===== config.mk =====
export PLATFORM = sky130hd
export DESIGN_NAME = varint_word_packer_flat
export DESIGN_NICKNAME = d
export VERILOG_FILES = /design/src/rtl/varint_word_packer_if.sv /design/src/rtl/varint_word_packer.sv /design/src/flat_wrapper.sv
export SDC_FILE = /design/constraint.sdc
export NUM_CORES = 1
export LEC_CHECK = 0
export CORE_ASPECT_RATIO = 1.5
export CORE_MARGIN = 5
export CORE_UTILIZATION = 51
export CTS_BUF_LIST = sky130_fd_sc_hd__clkbuf_4 sky130_fd_sc_hd__clkbuf_8
export CTS_CLUSTER_SIZE = 24
export DETAILED_ROUTE_END_ITERATION = 10
export MAX_ROUTING_LAYER = met4
export PLACE_DENSITY = 0.89
export SLEW_MARGIN = 20
export SYNTH_ARGS = -nofsm -noshare
export SYNTH_HDL_FRONTEND = slang
export SYNTH_SLANG_ARGS = --single-unit
export TNS_END_PERCENT = 100

===== constraint.sdc =====
create_clock -name clk -period 3.1 [get_ports clk]
set_clock_uncertainty 0.15 [all_clocks]
set_input_delay 0.93 -clock clk [delete_from_list [all_inputs] [get_ports clk]]
set_output_delay 0.93 -clock clk [all_outputs]
set_load 0.005 [all_outputs]

===== src/rtl/varint_word_packer_if.sv =====
// FIFO-side signals of the varint word packer: byte/index FIFO heads in, word FIFO write out.
// The packer takes the master modport; the environment around it takes the slave modport.
interface varint_word_packer_if;
    logic        byte_fifo_empty;
    logic        byte_fifo_pop;
    logic [7:0]  byte_data_in;
    logic        idx_fifo_empty;
    logic        idx_fifo_pop;
    logic [3:0]  idx_data_in;
    logic        word_fifo_full;
    logic        word_fifo_push;
    logic [31:0] word_data_out;
    logic [3:0]  word_keep;
    logic        word_last;
    logic        idx_err;
    logic [15:0] msg_count;

    modport master (
        input  byte_fifo_empty, byte_data_in, idx_fifo_empty, idx_data_in, word_fifo_full,
        output byte_fifo_pop, idx_fifo_pop, word_fifo_push, word_data_out, word_keep,
               word_last, idx_err, msg_count
    );

    modport slave (
        output byte_fifo_empty, byte_data_in, idx_fifo_empty, idx_data_in, word_fifo_full,
        input  byte_fifo_pop, idx_fifo_pop, word_fifo_push, word_data_out, word_keep,
               word_last, idx_err, msg_count
    );
endinterface


===== src/rtl/varint_word_packer.sv =====
// Packs encoded varint bytes little-endian into 32-bit words; first push 3 cycles after index arrives.
// Stalls in MOVE while the byte FIFO is empty and holds PUSH with stable outputs while the word FIFO is full.
module varint_word_packer (
    input  logic                 clk,
    input  logic                 reset,
    varint_word_packer_if.master bus
);
    typedef enum logic [3:0] {
        IDLE     = 4'b0001,
        LOAD_IDX = 4'b0010,
        MOVE     = 4'b0100,
        PUSH     = 4'b1000
    } state_t;

    state_t      state_q, state_d;
    logic [31:0] acc_q, acc_d;
    logic [2:0]  lane_q, lane_d;
    logic [2:0]  rem_q, rem_d;
    logic        end_q, end_d;
    logic        err_q, err_d;
    logic [15:0] cnt_q, cnt_d;

    logic [2:0]  idx_len;
    logic        idx_end;
    logic        len_ok;
    logic        last;
    logic [3:0]  keep;

    assign idx_len = bus.idx_data_in[2:0];
    assign idx_end = bus.idx_data_in[3];
    assign len_ok  = (idx_len != 3'd0) && (idx_len <= 3'd5);
    assign last    = end_q && (rem_q == 3'd0);

    assign bus.byte_fifo_pop  = (state_q == MOVE)     && !bus.byte_fifo_empty;
    assign bus.idx_fifo_pop   = (state_q == LOAD_IDX) && !bus.idx_fifo_empty;
    assign bus.word_fifo_push = (state_q == PUSH)     && !bus.word_fifo_full;
    assign bus.word_data_out  = acc_q;
    assign bus.word_keep      = keep;
    assign bus.word_last      = last;
    assign bus.idx_err        = err_q;
    assign bus.msg_count      = cnt_q;

    always_comb begin
        keep = 4'b0000;
        case (lane_q)
            3'd1:    keep = 4'b0001;
            3'd2:    keep = 4'b0011;
            3'd3:    keep = 4'b0111;
            3'd4:    keep = 4'b1111;
            default: keep = 4'b0000;
        endcase
    end

    always_comb begin
        state_d = state_q;
        acc_d   = acc_q;
        lane_d  = lane_q;
        rem_d   = rem_q;
        end_d   = end_q;
        err_d   = err_q;
        cnt_d   = cnt_q;
        case (state_q)
            IDLE: begin
                if (!bus.idx_fifo_empty) state_d = LOAD_IDX;
            end
            LOAD_IDX: begin
                if (!bus.idx_fifo_empty) begin
                    if (len_ok) begin
                        rem_d   = idx_len;
                        end_d   = idx_end;
                        state_d = MOVE;
                    end else begin
                        err_d   = 1'b1;
                        state_d = IDLE;
                    end
                end
            end
            MOVE: begin
                if (!bus.byte_fifo_empty) begin
                    acc_d[{lane_q[1:0], 3'b000} +: 8] = bus.byte_data_in;
                    lane_d = lane_q + 3'd1;
                    rem_d  = rem_q - 3'd1;
                    // A full word always goes out first; a varint spilling over resumes after the push.
                    if (lane_d == 3'd4)                 state_d = PUSH;
                    else if (rem_d == 3'd0 && end_q)    state_d = PUSH;
                    else if (rem_d == 3'd0)             state_d = IDLE;
                    else                                state_d = MOVE;
                end
            end
            PUSH: begin
                if (!bus.word_fifo_full) begin
                    acc_d  = 32'd0;
                    lane_d = 3'd0;
                    if (last) cnt_d = cnt_q + 16'd1;
                    state_d = (rem_q != 3'd0) ? MOVE : IDLE;
                end
            end
            default: state_d = IDLE;
        endcase
    end

    always_ff @(posedge clk) begin
        if (reset) begin
            state_q <= IDLE;
            acc_q   <= 32'd0;
            lane_q  <= 3'd0;
            rem_q   <= 3'd0;
            end_q   <= 1'b0;
            err_q   <= 1'b0;
            cnt_q   <= 16'd0;
        end else begin
            state_q <= state_d;
            acc_q   <= acc_d;
            lane_q  <= lane_d;
            rem_q   <= rem_d;
            end_q   <= end_d;
            err_q   <= err_d;
            cnt_q   <= cnt_d;
        end
    end
endmodule


===== src/flat_wrapper.sv =====
// flat-port wrapper written by rule: the top's interface ports become plain ports
module varint_word_packer_flat 
  (clk, reset, bus_byte_fifo_empty, bus_byte_data_in, bus_idx_fifo_empty, bus_idx_data_in, bus_word_fifo_full, bus_byte_fifo_pop, bus_idx_fifo_pop, bus_word_fifo_push, bus_word_data_out, bus_word_keep, bus_word_last, bus_idx_err, bus_msg_count);
  varint_word_packer_if bus_i ();
  input  logic clk;
  input  logic reset;
  input wire logic [$bits(bus_i.byte_fifo_empty)-1:0] bus_byte_fifo_empty;
  input wire logic [$bits(bus_i.byte_data_in)-1:0] bus_byte_data_in;
  input wire logic [$bits(bus_i.idx_fifo_empty)-1:0] bus_idx_fifo_empty;
  input wire logic [$bits(bus_i.idx_data_in)-1:0] bus_idx_data_in;
  input wire logic [$bits(bus_i.word_fifo_full)-1:0] bus_word_fifo_full;
  output wire logic [$bits(bus_i.byte_fifo_pop)-1:0] bus_byte_fifo_pop;
  output wire logic [$bits(bus_i.idx_fifo_pop)-1:0] bus_idx_fifo_pop;
  output wire logic [$bits(bus_i.word_fifo_push)-1:0] bus_word_fifo_push;
  output wire logic [$bits(bus_i.word_data_out)-1:0] bus_word_data_out;
  output wire logic [$bits(bus_i.word_keep)-1:0] bus_word_keep;
  output wire logic [$bits(bus_i.word_last)-1:0] bus_word_last;
  output wire logic [$bits(bus_i.idx_err)-1:0] bus_idx_err;
  output wire logic [$bits(bus_i.msg_count)-1:0] bus_msg_count;
  assign bus_i.byte_fifo_empty = bus_byte_fifo_empty;
  assign bus_i.byte_data_in = bus_byte_data_in;
  assign bus_i.idx_fifo_empty = bus_idx_fifo_empty;
  assign bus_i.idx_data_in = bus_idx_data_in;
  assign bus_i.word_fifo_full = bus_word_fifo_full;
  assign bus_byte_fifo_pop = bus_i.byte_fifo_pop;
  assign bus_idx_fifo_pop = bus_i.idx_fifo_pop;
  assign bus_word_fifo_push = bus_i.word_fifo_push;
  assign bus_word_data_out = bus_i.word_data_out;
  assign bus_word_keep = bus_i.word_keep;
  assign bus_word_last = bus_i.word_last;
  assign bus_idx_err = bus_i.idx_err;
  assign bus_msg_count = bus_i.msg_count;
  varint_word_packer u_core (.clk(clk), .reset(reset), .bus(bus_i));
endmodule

After elaboration in Yosys (flattened, before gate mapping)
Cells that the tools add are included.

cells by class
  bitwise logic cells = 3
  div/mod/pow operators = 0
  order comparisons = 1
  shifts and indexed selects = 2
  reductions and logical operators = 21
  multiplexer cells = 22
  equality and inequality tests = 14
  multiply operators = 0
  $add $sub $neg = 4

operators by type and width
  cell                                                                     number
  32-bit 2-to-1 mux                                                        2
  32-bit case mux with 2 select lines                                      1
  32-bit bitwise mux                                                       1
  4-bit case mux with 4 select lines                                       2
  8-bit by 7-bit variable shift with 32-bit output (first input constant)  1
  8-bit by 7-bit indexed part select with 32-bit output                    1
  3-bit 2-to-1 mux                                                         8
  4-bit 2-to-1 mux                                                         6
  16-bit by 1-bit adder with 16-bit output (second input constant)         1
  3-bit case mux with 2 select lines                                       2
  3-bit AND reduction                                                      4
  2-bit != test (second input constant)                                    4
  4-bit AND reduction                                                      2
  5-bit negation with 7-bit output                                         1
  3-bit by 2-bit equality test with 1-bit output (second input constant)   2
  3-bit equality test (second input constant)                              2
  1-bit logical AND                                                        6
  3-bit zero test                                                          2
  3-bit nonzero test                                                       2
  4-bit by 1-bit equality test with 1-bit output (second input constant)   1
  4-bit by 2-bit equality test with 1-bit output (second input constant)   1
  4-bit by 3-bit equality test with 1-bit output (second input constant)   1
  4-bit equality test (second input constant)                              1
  2-bit nonzero test                                                       2
  7 further kinds                                                          11

word-level totals
  input port bits = 17
  bits in latches = 0
  RAM bits = 0
  memories = 0
  ROM bits = 0
  output and inout bits = 57
  flip-flop bits (word level) = 60

Depth between registers and ports, before layout
Gate-level depths: netlist (run 1).

  word-level depth = 7
  depth in mapped cells = 8
  mapped depth without buffers = 7

Worst setup path after synthesis (run 1)
OpenSTA, ideal clock, no wires.

  path kind = reg-to-output
  start point = reg u_core.lane_q[0]
  end point = out bus_word_keep[0]
  setup slack = 0.419 ns
  data arrival time = 1.601 ns
  cell stages (with the launch flop) = 7
  buffers on the path = 0
  cell sequence = dfxtp_1 -> inv_1 -> ha_1 -> and2_1 -> a21o_1 -> a21o_1 -> a21o_1

between the ends
  longest elaborated chain between the ends = 2
  elaborated cells on any way between the ends = 5

RTL lines
  element                                      line                       source
  start, declared                              varint_word_packer.sv:17   logic [2:0] lane_q, lane_d;
  start signal, assigned                       varint_word_packer.sv:114  lane_q <= lane_d;
  3-bit equality test (tied with other cells)  varint_word_packer.sv:45   case (lane_q)
  4-bit case mux with 4 select lines *         varint_word_packer.sv:45
  end, declared                                flat_wrapper.sv:16         output wire logic [$bits(bus_i.word_keep)-1:0] bus_word_keep;

Mark *: on every way between the ends. The rest lies on a longest branch, timed or not.

Final worst setup path (run 1)
  start point = reg u_core.state_q[0]
  end point = out bus_word_fifo_push

between the ends
  longest elaborated chain between the ends = 2

RTL lines
  element                 line                       source
  start, declared         varint_word_packer.sv:15   state_t state_q, state_d;
  start signal, assigned  varint_word_packer.sv:112  state_q <= state_d;
  4-bit equality test     varint_word_packer.sv:36   assign bus.word_fifo_push = (state_q == PUSH) && !bus.word_fifo_full;
  1-bit logical AND       varint_word_packer.sv:36
  end, declared           flat_wrapper.sv:14         output wire logic [$bits(bus_i.word_fifo_push)-1:0] bus_word_fifo_push;

No other way between the ends.

==> results of run 1 <==
cells in the mapped netlist (6+ instances only):
| library cell | instances | area (µm²) |
|---|---|---|
| nand3_1 | 37 | 185 |
| nand2_1 | 44 | 165 |
| a21oi_1 | 44 | 220 |
| ha_1 | 13 | 163 |
| inv_1 | 11 | 41.3 |
| nor2_1 | 38 | 143 |
| nor3_1 | 10 | 50.1 |
| o21ai_0 | 6 | 30.0 |
| dfxtp_1 | 60 | 1200 |
| clkbuf_1 | 10 | 37.5 |
| xnor2_1 | 9 | 78.8 |
metal layers:
metal  wire, µm  vias up
met5          0        -
met4        336        0
met3        452       25
met2       4050      100
met1       2990     1337
li1           -     1405
layout by cell type, fill, tap and decap left out, drive strengths merged, types with 11 or more instances in the layout:
| master | n |
|---|---|
| clkdlybuf4s50 | 66 |
| nand2 | 44 |
| inv | 11 |
| ha | 13 |
| buf | 22 |
| clkbuf | 12 |
| nor2 | 38 |
| a21oi | 45 |
| dfxtp | 60 |
| nand3 | 37 |
report_power, final:
group	internal, mW	total [mW]	switching, mW
clock network	0.491	0.795	0.304
registers	0.784	0.805	0.0203
logic	0.0811	0.173	0.0918
path summary, 6_finish.rpt:
| check | startpoint | to | cells after the start |
|---|---|---|---|
| worst min register to register | u_core.bus.word_data_out[3] | u_core.bus.word_data_out[3] | 2 |
| worst min-delay path | u_core.bus.word_data_out[3] | u_core.bus.word_data_out[3] | 2 |
| worst max-delay path | u_core.state_q[0] | bus_word_fifo_push | 3 |
| worst max register to register | u_core.state_q[2] | u_core.rem_q[2] | 14 |
cell type report:
type                    count  area [µm²]  share of cell area
repair buffers             94         897               0.220
multi-input cells         267        1620               0.397
well taps                  72        90.1              0.0221
clock inverters             4        72.6              0.0178
clock buffers              12         153              0.0374
inverters                  11        41.3              0.0101
flip-flops and latches     60        1210               0.296
sequential cells by signal, indices dropped and copies added, names as in the netlist:
signal,cells
u_core.end_q,1
u_core.rem_q,3
u_core.bus.word_data_out,32
u_core.state_q,4
u_core.bus.msg_count,16
u_core.bus.idx_err,1
u_core.lane_q,3
repair_timing:
| action | in CTS | in global routing |
|---|---|---|
| pin swaps | 3 | 5 |
| resized for setup | 11 | 5 |
| buffers inserted | 9 | 1 |
| setup endpoints to repair | 4 | 6 |
stage by stage:
stage / hold WS (ns) / power, mW / instances
floorplan: 0.296 / 0.913 / 356
global placement: 0.288 / 0.976 / 495
detailed placement: 0.293 / 0.983 / 495
CTS: 0.302 / 1.78 / 520
global route: 0.323 / 1.83 / 520
finish: 0.301 / 1.77 / 520
logic make-up (layout without fill, tap and decap cells):
kind of cell,after synthesis,after routing,share of synthesized area
adder cells (fa/ha/maj),13,13,0.0553
multiplexers,4,4,0.0136
flip-flops,60,60,0.408
AND/OR/NAND/NOR,172,172,0.308
buffers and inverters,29,121,0.0472
XOR/XNOR,13,13,0.0387
AO/OA/AOI/OAI,65,65,0.128
critical path, stage by stage, from the launching register on:
cell	delay, ns
dfxtp_4	0.39
or4b_4	0.55
nor2_2	0.12
clkdlybuf4s50_1	0.51
==> results.md, run 1 <==
- PortBufs: 73
- Crit path capture type: output pin
- Asr flop ratio synth: 0
- Primary FF master, synth: dfxtp_1
- Final instance area: 4080 µm²
- Max frequency: between 0.3 and 0.4 GHz
- Mapped Cells: between 300 and 400
- Gr ovfl total: 0
- Area Overhead vs Synth: 38.7%
- Num CTS Buffers: 9
- Die area: 7420 µm²
- Overall routing resource usage: 0.228
- Max Cap Viol: 0
- Cell area power density: roughly 430 nW/µm²
- Height of the die: 103 µm
- First-pass GRT wire length: 12900 µm
- Setup TNS: 0 ns
- Die W: 72.0 µm
- P_leak: around 1.5 nW
- Clock insertion delay at the later pin of the skew report: 0.33 ns
- Worst Slack Setup Final: about 0.11 ns
- Yosys Warn Count: 0
- Io pins: between 70 and 80
- Pre-CTS setup slack: -0.326 ns
- GR Util met1: 0.232
- Hold Path Class: reg2reg
- #FFs+latches synth: 60
- DRC: 0
- Post-synth net total: 386
- H-Tree Level Count: 3
- Initial drt markers: 172
- Post-DRT Antenna Nets: 0
- Sequential share of the synthesized area: 0.408
- Layout Nets: 473
- N_diodes: 0
- Busiest grt layer: met2
- Rel. slew slack: 0.500
- Max Buffers Root-to-Sink: 2
- Grt met3 use: 0.0615
- Final cell utilization of the core: 0.716
- Post-synth EDFFs: 0
- Via density: 5.51
- Outcome: finished, final reports clean
- Slew @ Worst Pin: 0.745 ns
- CTS tree: built
- Global routing usage on met2: 0.395
- CTS sink count: 60
- Initial core utilization: 0.516
- Hpwl dp: ~5700 µm
- VDD IR max: 0.493 mV
- Fillcell total: 450
- Distinct cell type count after synthesis: 53
- Core Box Area: between 5000 and 6000 µm²
- Synthesized area per cell: 8.26 µm²
- Post-CTS Hold Fix Bufs: 0
- Largest net degree at the start of global routing: 37
- RSZ-0062 raised after global routing: false
- DR pass1 iterations: 4
- R2R Setup Slk: 0.28 ns
- Slew Limit Fails: 0
- Post-DR wirelength/cell: 15.1 µm
- Critical Path Start Type: register
- FP Rows: 34
- Placed Instance Area: 3760 µm²
- Initial antenna violation count: 0
- Worst path required time: 2.02 ns
- Synth Cell Area: around 2900 µm²
- Count of final setup violators: 0
- Worst-path clk slew: 0.07 ns
- Arrival @ worst endpoint: 1.91 ns
- Critical path fanouts, max: 9
- Ratio of cells with drive above 1 in the final layout: 0.136
- Final hold viol count: 0
- Final worst path period need: roughly 3.0 ns
- Via count: about 2900
- Gpl congestion: around 0.90
- Vias in the first global route: ~2900
- Final period util: 0.964
- Root buffer cell: clkbuf_8
- Crit Path Class: reg2out
- WL final: 7840 µm
(Power assumes the default switching activity.)
==> inputs of run 2 (changes only) <==
--- a/config.mk
+++ b/config.mk
@@ -7,12 +7,12 @@
 export LEC_CHECK = 0
 export CORE_ASPECT_RATIO = 1.5
 export CORE_MARGIN = 5
-export CORE_UTILIZATION = 51
+export CORE_UTILIZATION = 39
 export CTS_BUF_LIST = sky130_fd_sc_hd__clkbuf_4 sky130_fd_sc_hd__clkbuf_8
 export CTS_CLUSTER_SIZE = 24
 export DETAILED_ROUTE_END_ITERATION = 10
 export MAX_ROUTING_LAYER = met4
-export PLACE_DENSITY = 0.89
+export PLACE_DENSITY = 0.74
 export SLEW_MARGIN = 20
 export SYNTH_ARGS = -nofsm -noshare
 export SYNTH_HDL_FRONTEND = slang
==> constraint.sdc (replaced) <==
create_clock -name clk -period 2.7 [get_ports clk]
set_clock_uncertainty 0.15 [all_clocks]
set_input_delay 0.81 -clock clk [delete_from_list [all_inputs] [get_ports clk]]
set_output_delay 0.81 -clock clk [all_outputs]
set_load 0.005 [all_outputs]
==> run 2 against run 1 <==
Global-route usage fell by 4.3 points. Register-to-register slack got worse by 0.16 ns. Highest routed layer unchanged. Worst setup slack got worse by 0.080 ns. Total power rose by 11%. Via count rose by 0.70%. Flip-flop and latch count did not move. Cell count rose by 8.3%. Non-clock buffer count rose by 16. Critical path type is now in2out.
==> results.md, run 2 (synthesis results as in run 1) <==
- Setup TNS: 0 ns (unchanged)
- R2R Setup Slk: 0.12 ns (-0.16 ns)
- DRC: 0 (unchanged)
- Most common cell after layout, fill and taps aside: clkdlybuf4s50_1
- Worst Slack Setup Final: 0.0325 ns (-0.0802 ns)
- VDD IR max: 0.293 mV (-41%)
- Post-DRT Antenna Nets: 0 (unchanged)
- CTS tree: built
- Ratio of cells with drive above 1 in the final layout: 0.192 (+0.0561)
- Initial antenna violation count: 0 (unchanged)
- Reg2reg start: u_core.state_q[2]
- Post-CTS Hold Fix Bufs: 0 (unchanged)
- Hpwl dp: 5820 µm (+1.9%)
- Fillcell total: 691 (+54%)
- Pre-CTS setup slack: -0.531 ns (-0.205 ns)
- Io pins: 74 (unchanged)
- Core Box Area: 7320 µm² (+28%)
- Area Overhead vs Synth: 43.8%
- Commonest non-fill, non-tap cells in the layout: clkdlybuf4s50_1, dfxtp_1, nand2_1, a21oi_1
- Max FFs per register: 32 (unchanged)
- Total power: 1.97 mW (+11%)
- Via count: 2887 (+0.70%)
- Gr ovfl total: 0 (unchanged)
- WL final: 8070 µm (+3.0%)
- Cell depth of the worst flop-to-flop path: 15 (+1)
- Initial core utilization: 0.402 (-0.114)
- Height of the die: 116 µm (+13%)
- Via density: 5.13 (-7.0%)
- Overall routing resource usage: 0.185 (-0.0429)
- DR pass1 iterations: 5 (+1)
- Slowest stage delay, CP: 0.22 ns (-0.33 ns)
- Worst path cell trace: buf_6 > nor3b_4 > nand3_2 > buf_4 > buf_4 > inv_1 > clkbuf_2
- Critical Path Start Type: input pin
- Num CTS Buffers: 9 (unchanged)
- Final period util: 0.988
- Clock insertion delay at the later pin of the skew report: 0.35 ns (+0.02 ns)
- N_diodes: 0 (unchanged)
- Final hold viol count: 0 (unchanged)
- Hold path depth: 2 (unchanged)
- P_leak: 1.59 nW (+4.3%)
- Root buffer cell: clkbuf_8
- Hold path start: u_core.bus.word_data_out[11]
- FP Rows: 38 (+12%)
- Critical Path Most Common Cell: buf_4
- H-Tree Level Count: 3 (unchanged)
- Crit Path Class: in2out
- Count of final setup violators: 0 (unchanged)
- Initial drt markers: 104 (-40%)
- Max frequency: around 0.37 GHz
- CP bufs+invs: 5 (+4)
- Arrival @ worst endpoint: 1.71 ns (-0.20 ns)
- PortBufs: 73 (unchanged)
- Die W: 80.9 µm (+12%)
- Slew @ Worst Pin: 0.838 ns (+0.0937 ns)
- First-pass GRT wire length: 13100 µm (+1.2%)
- Layout Nets: 489 (+3.4%)
- Worst path required time: 1.74 ns (-0.28 ns)
- Top delay family on crit path: buffers and inverters
- Cell area power density: 465 nW/µm² (+7.0%)
- Die area: 9420 µm² (+27%)
- Critical path fanouts, max: 2 (-7)
- Hold Path Class: reg2reg
- Outcome: finished, final reports clean
- Worst-path clk slew: 0.06 ns (about the same)
- CTS sink count: 60 (unchanged)
- Crit path capture type: output pin
- Max Buffers Root-to-Sink: 2 (unchanged)
- Vias in the first global route: 2794 (-3.5%)
- Final worst path period need: 2.67 ns
- CP max-delay cell: nor3b_4
- R2r endpoint: u_core.rem_q[0]
- Gpl congestion: 0.788 (-13%)
- Max Cap Viol: 0 (unchanged)
- Post-DR wirelength/cell: 14.3 µm (-4.9%)
- Rel. slew slack: 0.437 (-0.0630)
- Slew Limit Fails: 0 (unchanged)
- Largest net degree at the start of global routing: 35 (-5.4%)
- Hold Path End: u_core.bus.word_data_out[11]
## run 2: how the worst max path moves through the flow
stage | start | end | slack (ns) | depth (start not counted)
after CTS | bus_byte_fifo_empty | u_core.rem_q[2] | -0.01 | 15
after global placement | bus_byte_fifo_empty | bus_byte_fifo_pop | -0.49 | 5
final | bus_byte_fifo_empty | bus_byte_fifo_pop | 0.03 | 7
after detailed placement | bus_byte_fifo_empty | bus_byte_fifo_pop | -0.53 | 5
after global routing | u_core.state_q[0] | u_core.rem_q[2] | -0.03 | 14
after floorplan | u_core.lane_q[0] | bus_word_keep[0] | 0.14 | 6
## run 2: layout make-up
type                            count  area (µm²)  share of cell area
Clock buffer                       13         160              0.0379
Clock inverter                      2        35.0             0.00828
Inverter                           11        41.3             0.00976
Multi-Input combinational cell    267        1640               0.387
Sequential cell                    60        1200               0.285
Tap cell                          100         125              0.0296
Timing Repair Buffer              110        1030               0.243
## run 2: worst register-to-register path, delay by kind of cell (launching register included)
kind | cells | cell delay, ns
simple gates | 2 | 0.35
compound gates | 3 | 0.33
buf+inv | 10 | 1.24
flops | 1 | 0.37
## run 2: per-stage QoR
| step | hold slack, ns | std cells | area (µm²) | util |
|---|---|---|---|---|
| after global routing | 0.320 | 563 | 4230 | 0.578 |
| final | 0.299 | 563 | 4230 | 0.578 |
| after global placement | 0.288 | 532 | 3860 | 0.528 |
| after floorplan | 0.296 | 356 | 2940 | - |
| after CTS | 0.301 | 557 | 4160 | 0.569 |
| after detailed placement | 0.292 | 532 | 3860 | 0.528 |
## run 2: per-layer routing
metal | wire length [µm] | global-route usage | up-vias
met5 | 0 | - | -
met4 | 308 | 0.127 | 0
met3 | 411 | 0.0347 | 21
met2 | 4150 | 0.312 | 91
met1 | 3200 | 0.191 | 1334
li1 | - | - | 1441
## run 2: repair_timing
action	4_1_cts	5_1_grt
buffers inserted	10	7
pin swaps	6	4
setup endpoints to repair	7	8
resized for setup	30	12
## run 2: where the power goes
group | internal, mW | leakage (nW) | switching [mW]
registers | 0.899 | 0.485 | 0.0100
logic | 0.114 | 0.999 | 0.125
clock network | 0.476 | 0.104 | 0.343
total | 1.49 | 1.59 | 0.478
==> inputs of run 3 (changes only) <==
--- a/config.mk
+++ b/config.mk
@@ -7,14 +7,14 @@
 export LEC_CHECK = 0
 export CORE_ASPECT_RATIO = 1.5
 export CORE_MARGIN = 5
-export CORE_UTILIZATION = 39
+export CORE_UTILIZATION = 45
 export CTS_BUF_LIST = sky130_fd_sc_hd__clkbuf_4 sky130_fd_sc_hd__clkbuf_8
-export CTS_CLUSTER_SIZE = 24
+export CTS_CLUSTER_SIZE = 14
 export DETAILED_ROUTE_END_ITERATION = 10
 export MAX_ROUTING_LAYER = met4
-export PLACE_DENSITY = 0.74
+export PLACE_DENSITY = 0.83
 export SLEW_MARGIN = 20
 export SYNTH_ARGS = -nofsm -noshare
 export SYNTH_HDL_FRONTEND = slang
 export SYNTH_SLANG_ARGS = --single-unit
-export TNS_END_PERCENT = 100
+export TNS_END_PERCENT = 1
==> run 3 against run 2 <==
First-iteration DRC count grew 9.6%. Die area shrank 12%. Count of clock-buffer cells in the layout decreased by 4. Hold slack barely moved. Register-to-register slack better by 0.36 ns. Utilization increased by 5.0 points. Sequential share of layout area grew 1.3 points. Via count shrank 1.1%. Wire length is 5.8% lower. Critical path type unchanged.
==> results.md, run 3 (synthesis results as in run 1) <==
- Outcome: finished, final reports clean
- N_diodes: 0 (unchanged)
- Max Cap Viol: 0 (unchanged)
- DR pass1 iterations: 4 (-1)
- First-pass GRT wire length: 12400 µm (-4.9%)
- Pint: 1.32 mW (-12%)
- Count of final setup violators: 0 (unchanged)
- Slew Limit Fails: 0 (unchanged)
- Rel. slew slack: 0.525 (+0.0879)
- Largest net degree at the start of global routing: 39 (+11%)
- Post-DRT Antenna Nets: 0 (unchanged)
- DRC: 0 (unchanged)
- Critical path fanouts, max: 2 (unchanged)
- Clock insertion delay at the later pin of the skew report: 0.33 ns (-0.02 ns)
- Vias in the first global route: 2775 (-0.68%)
- Post-CTS Hold Fix Bufs: 0 (unchanged)
- WL final: 7600 µm (-5.8%)
- Worst-path clk slew: 0.07 ns (about the same)
- Final period util: 0.983 (-0.00514)
- P_sw: 0.470 mW (-1.7%)
- P_leak: 1.54 nW (-3.3%)
- Max frequency: 0.377 GHz (+0.52%)
- Hpwl dp: 5800 µm (-0.28%)
- Placed Instance Area: 3850 µm² (-0.32%)
- VDD IR max: 0.261 mV (-11%)
- Ratio of cells with drive above 1 in the final layout: 0.160 (-0.0322)
- Gpl congestion: 0.910 (+15%)
- Crit Path Class: in2out
- Final cell utilization of the core: 0.628 (+0.0501)
- Most common cell after layout, fill and taps aside: clkdlybuf4s50_1
- Final hold viol count: 0 (unchanged)
- Overall routing resource usage: 0.191 (+0.00613)
- Area Overhead vs Synth: 37.5%
- Height of the die: 109 µm (-6.3%)
- RSZ-0062 raised after global routing: true
- Layout Nets: 477 (-2.5%)
- Crit path capture type: output pin
- Initial drt markers: 114 (+9.6%)
- Final instance area: 4040 µm² (-4.4%)
- CTS sink count: 60 (unchanged)
- Cell area power density: 442 nW/µm² (-5.0%)
- FP Rows: 36 (-5.3%)
- Max Buffers Root-to-Sink: 2 (unchanged)
- Post-DR wirelength/cell: 14.5 µm (+0.87%)
- Switching part of the total: 0.263 (+0.0198)
- Worst path required time: 1.74 ns (about the same)
- Root buffer cell: clkbuf_8
- Setup TNS: 0 ns (unchanged)
- Final worst path period need: 2.65 ns (-0.0139 ns)
- Arrival @ worst endpoint: 1.69 ns (-0.02 ns)
- Clock share of power: 0.371 (-0.045)
- Num CTS Buffers: 9 (unchanged)
- Max FFs per register: 32 (unchanged)
- Critical Path Start Type: input pin
- Initial core utilization: 0.457 (+0.0549)
- Io pins: 74 (unchanged)
- Die W: 76.0 µm (-6.0%)
- Commonest non-fill, non-tap cells in the layout: clkdlybuf4s50_1, dfxtp_1, nand2_1, a21oi_1, nand3_1
- Via count: 2856 (-1.1%)
- Flop pwr share: 0.510 (+0.048)
- Initial antenna violation count: 0 (unchanged)
- Part of the power in combinational logic: 0.119 (-0.003)
- Fillcell total: 574 (-17%)
- Hold Path Class: reg2reg
- Slew @ Worst Pin: 0.708 ns (-0.131 ns)
- Die area: 8290 µm² (-12%)
- CTS tree: built
- Via density: 5.43 (+5.9%)
- H-Tree Level Count: 3 (unchanged)
- Gr ovfl total: 0 (unchanged)
- PortBufs: 73 (unchanged)
- Number of post-CTS setup repair buffers: 0 (-10)
- Core Box Area: 6440 µm² (-12%)
run 3: per-layer routing:
layer / track usage / vias to the layer above / share of wire
met5: - / - / 0
met4: 0.0992 / 0 / 0.028
met3: 0.0479 / 19 / 0.063
met2: 0.341 / 108 / 0.53
met1: 0.191 / 1312 / 0.38
li1: - / 1417 / -
run 3: worst max-delay path, cell delays in order:
cell	delay, ns
dlygate4sd2_1	0.26
nor3b_2	0.19
nand3_1	0.13
inv_1	0.07
dlygate4sd2_1	0.23
run 3: layout make-up:
type                       count  area [µm²]  area share
multi-input combinational    267        1640       0.405
clock buffer                   9         124      0.0306
timing repair buffer          98         910       0.225
clock inverter                 5        31.3     0.00774
sequential                    60        1210       0.298
tap                           76        95.1      0.0235
inverter                      11        41.3      0.0102
run 3: worst paths after layout:
kind              depth (start not counted)                          end  slack [ns]                        start
hold / removal                            2  u_core.bus.word_data_out[2]        0.30  u_core.bus.word_data_out[2]
setup reg to reg                          6              u_core.rem_q[2]        0.48            u_core.state_q[3]
setup / recovery                          5            bus_byte_fifo_pop        0.05          bus_byte_fifo_empty
hold reg to reg                           2  u_core.bus.word_data_out[2]        0.30  u_core.bus.word_data_out[2]
run 3: per-stage QoR:
stage | instances | power, mW | setup WS (ns) | hold WS, ns
after CTS | 526 | 1.80 | -0.227 | 0.302
after detailed placement | 512 | 1.14 | -0.487 | 0.294
after floorplan | 356 | 1.05 | 0.139 | 0.296
after global routing | 526 | 1.87 | -0.0272 | 0.313
final | 526 | 1.79 | 0.0463 | 0.300
after global placement | 512 | 1.14 | -0.498 | 0.287
run 3: power groups by stage:
stage | Clock [mW] | Combinational [mW] | Sequential, mW
6_report | 0.663 | 0.213 | 0.911
5_1_grt | 0.723 | 0.233 | 0.912
3_5_place_dp | 0 | 0.210 | 0.929
3_3_place_gp | 0 | 0.208 | 0.928
4_1_cts | 0.677 | 0.212 | 0.911
2_1_floorplan | 0 | 0.118 | 0.931
run 3: timing repair:
action | CTS | global route
resized for setup | 24 | 5
pin swaps | 3 | 2
setup endpoints to repair | 7 | 6
